<file path="src/rtl/proj_pkg.sv">
// Shared constants and types for the FM genome window buffer.
package proj_pkg;

  localparam int FM_GENOME_BTYE  = 8;
  localparam int FM_BANK_COUNT   = 2;
  localparam int FM_BANK_DEPTH   = 64;
  localparam int FM_WINDOW_COUNT = 4;

  typedef logic [$clog2(FM_BANK_COUNT)-1:0] fm_bank_idx_t;
  typedef logic [$clog2(FM_BANK_DEPTH):0]   fm_len_t;

endpackage

</file>
<file path="src/rtl/proj_fm_bank_ctrl.sv">
// Bank bookkeeping for the window buffer: write/read bank pointers, fill count,
// write address, bank close/release and per-bank valid-length registers.
module proj_fm_bank_ctrl
  import proj_pkg::*;
#(
  parameter int BANKS = FM_BANK_COUNT,
  parameter int DEPTH = FM_BANK_DEPTH,
  localparam int AW = $clog2(DEPTH),
  localparam int LW = AW + 1,
  localparam int BW = $clog2(BANKS)
) (
  input  logic          clk_i,
  input  logic          rst_i,
  input  logic          wvalid_i,
  input  logic          wflush_i,
  input  logic          rdone_i,
  output logic          wready_o,
  output logic          wr_en_o,
  output logic [BW-1:0] wr_bank_o,
  output logic [AW-1:0] wr_addr_o,
  output logic          ravail_o,
  output logic [BW-1:0] rd_bank_o,
  output logic [LW-1:0] rlen_o
);

  logic [BW-1:0] wr_bank_q, wr_bank_d;
  logic [BW-1:0] rd_bank_q, rd_bank_d;
  logic [BW:0]   filled_q, filled_d;
  logic [AW-1:0] wr_addr_q, wr_addr_d;
  logic [LW-1:0] len_q [BANKS];
  logic          accept, close, rel;
  logic [LW-1:0] close_len;

  function automatic logic [BW-1:0] next_bank(input logic [BW-1:0] b);
    return (b == BW'(BANKS - 1)) ? '0 : b + 1'b1;
  endfunction

  assign wready_o  = (filled_q < (BW+1)'(BANKS));
  assign ravail_o  = (filled_q != '0);
  assign accept    = wvalid_i & wready_o;
  // A flush at address 0 still closes when it carries a byte in the same cycle.
  assign close     = (accept && (wr_addr_q == AW'(DEPTH - 1))) ||
                     (wflush_i && ((wr_addr_q != '0) || accept));
  assign close_len = {1'b0, wr_addr_q} + LW'(accept);
  assign rel       = rdone_i & ravail_o;

  assign wr_en_o   = accept;
  assign wr_bank_o = wr_bank_q;
  assign wr_addr_o = wr_addr_q;
  assign rd_bank_o = rd_bank_q;
  assign rlen_o    = ravail_o ? len_q[rd_bank_q] : '0;

  always_comb begin
    wr_bank_d = wr_bank_q;
    rd_bank_d = rd_bank_q;
    wr_addr_d = wr_addr_q;
    filled_d  = filled_q;
    if (accept) wr_addr_d = wr_addr_q + 1'b1;
    if (close) begin
      wr_addr_d = '0;
      wr_bank_d = next_bank(wr_bank_q);
    end
    if (rel) rd_bank_d = next_bank(rd_bank_q);
    case ({close, rel})
      2'b10:   filled_d = filled_q + 1'b1;
      2'b01:   filled_d = filled_q - 1'b1;
      default: filled_d = filled_q;
    endcase
  end

  always_ff @(posedge clk_i or posedge rst_i) begin
    if (rst_i) begin
      wr_bank_q <= '0;
      rd_bank_q <= '0;
      filled_q  <= '0;
      wr_addr_q <= '0;
      for (int b = 0; b < BANKS; b++) len_q[b] <= '0;
    end else begin
      wr_bank_q <= wr_bank_d;
      rd_bank_q <= rd_bank_d;
      filled_q  <= filled_d;
      wr_addr_q <= wr_addr_d;
      for (int b = 0; b < BANKS; b++) begin
        if (close && (wr_bank_q == BW'(b))) len_q[b] <= close_len;
      end
    end
  end

endmodule

</file>
<file path="src/rtl/proj_fm_window_buf.sv">
// N-bank FM genome window buffer: round-robin bank fill on a valid/ready port,
// one-cycle wrap-around window reads from the oldest filled bank.
module proj_fm_window_buf
  import proj_pkg::*;
#(
  parameter int BANKS     = FM_BANK_COUNT,
  parameter int DEPTH     = FM_BANK_DEPTH,
  parameter int DATA_BITS = FM_GENOME_BTYE,
  parameter int WINDOW    = FM_WINDOW_COUNT,
  localparam int AW = $clog2(DEPTH),
  localparam int LW = AW + 1,
  localparam int BW = $clog2(BANKS)
) (
  input  logic                        in_clk,
  input  logic                        in_rst,
  input  logic [DATA_BITS-1:0]        in_wdata,
  input  logic                        in_wvalid,
  output logic                        out_wready,
  input  logic                        in_wflush,
  output logic                        out_ravail,
  output logic [LW-1:0]               out_rlen,
  input  logic                        in_rreq,
  input  logic [AW-1:0]               in_raddr,
  output logic                        out_rvalid,
  output logic [WINDOW*DATA_BITS-1:0] out_rdata,
  input  logic                        in_rdone
);

  logic                        wr_en;
  logic [BW-1:0]               wr_bank, rd_bank;
  logic [AW-1:0]               wr_addr, idx;
  logic [DATA_BITS-1:0]        mem_q [BANKS][DEPTH];
  logic                        rvalid_q;
  logic [WINDOW*DATA_BITS-1:0] rdata_q, rdata_d;

  proj_fm_bank_ctrl #(.BANKS(BANKS), .DEPTH(DEPTH)) u_ctrl (
    .clk_i     (in_clk),
    .rst_i     (in_rst),
    .wvalid_i  (in_wvalid),
    .wflush_i  (in_wflush),
    .rdone_i   (in_rdone),
    .wready_o  (out_wready),
    .wr_en_o   (wr_en),
    .wr_bank_o (wr_bank),
    .wr_addr_o (wr_addr),
    .ravail_o  (out_ravail),
    .rd_bank_o (rd_bank),
    .rlen_o    (out_rlen)
  );

  always_ff @(posedge in_clk) begin
    if (wr_en) mem_q[wr_bank][wr_addr] <= in_wdata;
  end

  // Bytes past the bank's valid length read as zero rather than stale data.
  always_comb begin
    rdata_d = '0;
    idx     = '0;
    for (int i = 0; i < WINDOW; i++) begin
      idx = in_raddr + AW'(i);
      if ({1'b0, idx} < out_rlen) rdata_d[i*DATA_BITS +: DATA_BITS] = mem_q[rd_bank][idx];
    end
  end

  always_ff @(posedge in_clk or posedge in_rst) begin
    if (in_rst) begin
      rvalid_q <= 1'b0;
      rdata_q  <= '0;
    end else begin
      rvalid_q <= in_rreq & out_ravail;
      if (in_rreq && out_ravail) rdata_q <= rdata_d;
    end
  end

  assign out_rvalid = rvalid_q;
  assign out_rdata  = rdata_q;

endmodule

</file>
<file path="config.mk">
export PLATFORM = sky130hd
export DESIGN_NAME = proj_fm_window_buf
export DESIGN_NICKNAME = d
export VERILOG_FILES = /design/src/rtl/proj_pkg.sv /design/src/rtl/proj_fm_bank_ctrl.sv /design/src/rtl/proj_fm_window_buf.sv
export SDC_FILE = /design/constraint.sdc
export NUM_CORES = 2
export LEC_CHECK = 0
export CAP_MARGIN = 20
export CORE_ASPECT_RATIO = 1.25
export CORE_MARGIN = 2
export CORE_UTILIZATION = 40
export CTS_CLUSTER_SIZE = 24
export DETAILED_ROUTE_END_ITERATION = 8
export PLACE_DENSITY = 0.63
export SYNTH_ARGS = -nofsm -noshare
export SYNTH_HDL_FRONTEND = slang
export SYNTH_HIERARCHICAL = 1
export SYNTH_SLANG_ARGS = --single-unit
</file>
<file path="constraint.sdc">
create_clock -name in_clk -period 3.4 [get_ports in_clk]
set_clock_uncertainty 0.2 [all_clocks]
set_input_delay 0.85 -clock in_clk [delete_from_list [all_inputs] [get_ports in_clk]]
set_output_delay 0.85 -clock in_clk [all_outputs]
set_load 0.005 [all_outputs]
</file>
==> flow_summary.ini <==
[setup_path]
r2r_slack_ps = -3
crit_arrival_ps = 3840
required_ps = 3840
path_max_fanout = 18
reg2reg_to = out_rdata[20]
rr_startpoint = u_ctrl/rd_bank_o
path_class = reg -> reg
crit_path_start_kind = flop
rr_worst_depth = 12
critPathCaptureType = flop

[routing]
drc_errors = 0
vias = 40300
firstDrtPassIters = 9
wl_mm = 223
top_layer = met5
met2_length_mm = 104
drt-met1-wl_mm = 77.2
viasPerCell = 6.72
drtIter0Drc = 5903
ant_nets = 0
post_drt_wl_per_cell_um = 37.2
wl_met3_mm = 22.3

[logic_synthesis]
synth_nets = 3391
synth_top_family_by_area = multiplexers
synth_edf_count = 1024
yosys.area_share.simple = 0.0494
yosys.area_share.xor_xnor = 0.00396
postSynthCellCount = 3342
synth.area.mux_share = 0.292
synth_fa_ha_area_frac = 0.00632
synth_warnings = 6
synth_compound_area_frac = 0.0613
ys.flop_type = edfxtp_1
yosysSeqAreaShare = 0.560
synth_cell_types = 77
syn_area_um2 = 57500
ys_seq_elements = 1081
async_flop_share = 0.0527
post_synth.cell_area_avg_um2 = 17.2

[global_routing]
antenna_found_initial = 9
grt-ovfl-total = 0
grt_pass1_wl_mm = 305
grt_usage = 0.301
grt_max_degree = 129
grt_pass1_vias = 38800

[power]
clockPowerShare = 0.271
internal_power_mw = 29.8
p_comb_frac = 0.387
total_power_mw = 44.7
share_seq_of_total_power = 0.342
power_switching_mw = 14.9
leakage_nw = 23.5
peakVddDrop_mv = 0.482
p_per_area_nw_per_um2 = 639
switching_share = 0.334

[clocking]
cts_sinks = 1081
htree_levels = 3
worstSkewPairLatency_ps = 750
clockBufferDepth = 3
path_clk_slew_ps = 60
cts_buffers = 110
cts_root_buffer = clkbuf_16
cts_tree = yes

[outcome]
status = finished with violations
violations = negative setup slack

[timing]
slew_violations = 0
fin_setup_tns_ps = -3.24
period_share = 1.00
setup_viol = 1
max_freq_mhz = 294
setup_ws_ps = -3.24
hold_violations = 0
period_needed_ps = 3400
rsz0062_at_grt = yes
max-slew-margin-rel = 0.412
timing.hold.ws_ps = 234
tightest_slew_ps = 882

[finish]
mostFrequentLayoutCells = edfxtp_1 (1,024), mux4_2 (696), buf_4 (695)
finalInstanceArea_um2 = 69900
fin_nets = 4067
stdcell_count = 5991
drive_gt1_frac = 0.427
post-route-util = 0.490
final_common_cell = edfxtp_1
syn_to_final_growth_pct = 21.7

[die]
ios = 62
die_height_um = 428
die_w_um = 343
start_util = 0.402
row_count = 155
die-area_um2 = 147000
design.core.area_um2 = 143000

[worst_hold_path]
min_to = mem_q[0][76]
hold_class = in -> reg
hp-start = in_wdata[4]
min_path_cells = 1

[job]
cap_violations = 0

[placement]
dp_cells = 5768
gp_congestion = 1.09
port_buffers = 61
place_area_um2 = 65900
pre_cts_slack_ps = -502
place_hpwl_mm = 169
==> worst max-delay path by stage <==
stage	start	end	slack, ps	cells past startpoint
5_1_grt	u_ctrl/rd_bank_o	out_rdata[18]	-70	14
3_3_place_gp	in_raddr[0]	out_rdata[1]	-500	11
4_1_cts	u_ctrl/rd_bank_o	out_rdata[21]	-2	9
3_5_place_dp	in_raddr[0]	out_rdata[1]	-500	11
6_report	u_ctrl/rd_bank_o	out_rdata[20]	-3	12
2_1_floorplan	in_raddr[1]	out_rdata[30]	-350	18
==> critical path: stages (launching register included) <==
cell and delay [ps]:
dfrtp_4 520, buf_12 160, buf_12 130, clkbuf_16 170
buf_4 150, clkbuf_16 200, buf_4 200, a211oi_1 200
a21oi_1 90, mux4_2 590, o32ai_1 170, a21oi_1 150
a221o_1 350
==> kinds of logic (layout without fill, tap and decap cells) <==
kind of cell | count (synthesis) | count (layout)
mux | 797 | 797
buf+inv | 306 | 1069
compound gates | 492 | 492
other cells | 0 | 2
xor+xnor | 23 | 23
fa+ha+maj | 29 | 29
flops | 1081 | 1081
simple gates | 614 | 614
==> power groups by stage <==
stage,Combinational (mW),Sequential [mW],Clock [mW]
6_report,17.3,15.3,12.1
5_1_grt,17.7,15.3,12.7
4_1_cts,16.6,15.3,12.3
3_5_place_dp,16.4,15.6,0
3_3_place_gp,16.3,15.6,0
2_1_floorplan,9.37,15.3,0
==> layout make-up <==
class | instances | area, µm²
clock inverters | 67 | 661
clock buffers | 132 | 2870
well taps | 1884 | 2360
inverters | 31 | 140
flip-flops and latches | 1081 | 32200
fillers | 12100 | 72800
repair buffers | 839 | 7600
diodes | 2 | 5.00
multi-input cells | 1955 | 24100
==> Yosys cell counts (43+ instances only) <==
cell type  instances  area, µm²
o22ai_1           49        307
a211oi_1          65        488
nor2_1           209        785
buf_2            109        546
dfrtp_1           57       1430
mux2i_1           71        711
o21ai_0           53        265
edfxtp_1        1024      30700
a22oi_1           46        345
nand2_1          174        653
mux4_2           696      15700
a221oi_1          43        377
clkbuf_1          96        360
a21oi_1           76        380
==> metal layers <==
metal	vias to the layer above	GRT usage
met5	-	0
met4	14	0.209
met3	643	0.0624
met2	2780	0.477
met1	21100	0.371
li1	15700	-
==> flip-flops by register name, summed over array words and instances, names as in the netlist <==
signal and flops:
u_ctrl/filled_q 2, mem_q 1024, u_ctrl/wr_bank_o 1, out_rdata 32, u_ctrl/wr_addr_o 6, u_ctrl/rd_bank_o 1
u_ctrl/len_q 14, out_rvalid 1
==> repair_timing <==
item / in CTS / in global routing
setup buffers: 5 / 13
hold endpoints to repair: 0 / 0
cloned: 0 / 4
hold buffers: 0 / 0
gates resized for setup: 13 / 32
pin swaps: 4 / 2
setup endpoints to repair: 10 / 22
Note: power is estimated with default switching activity, not from simulation.
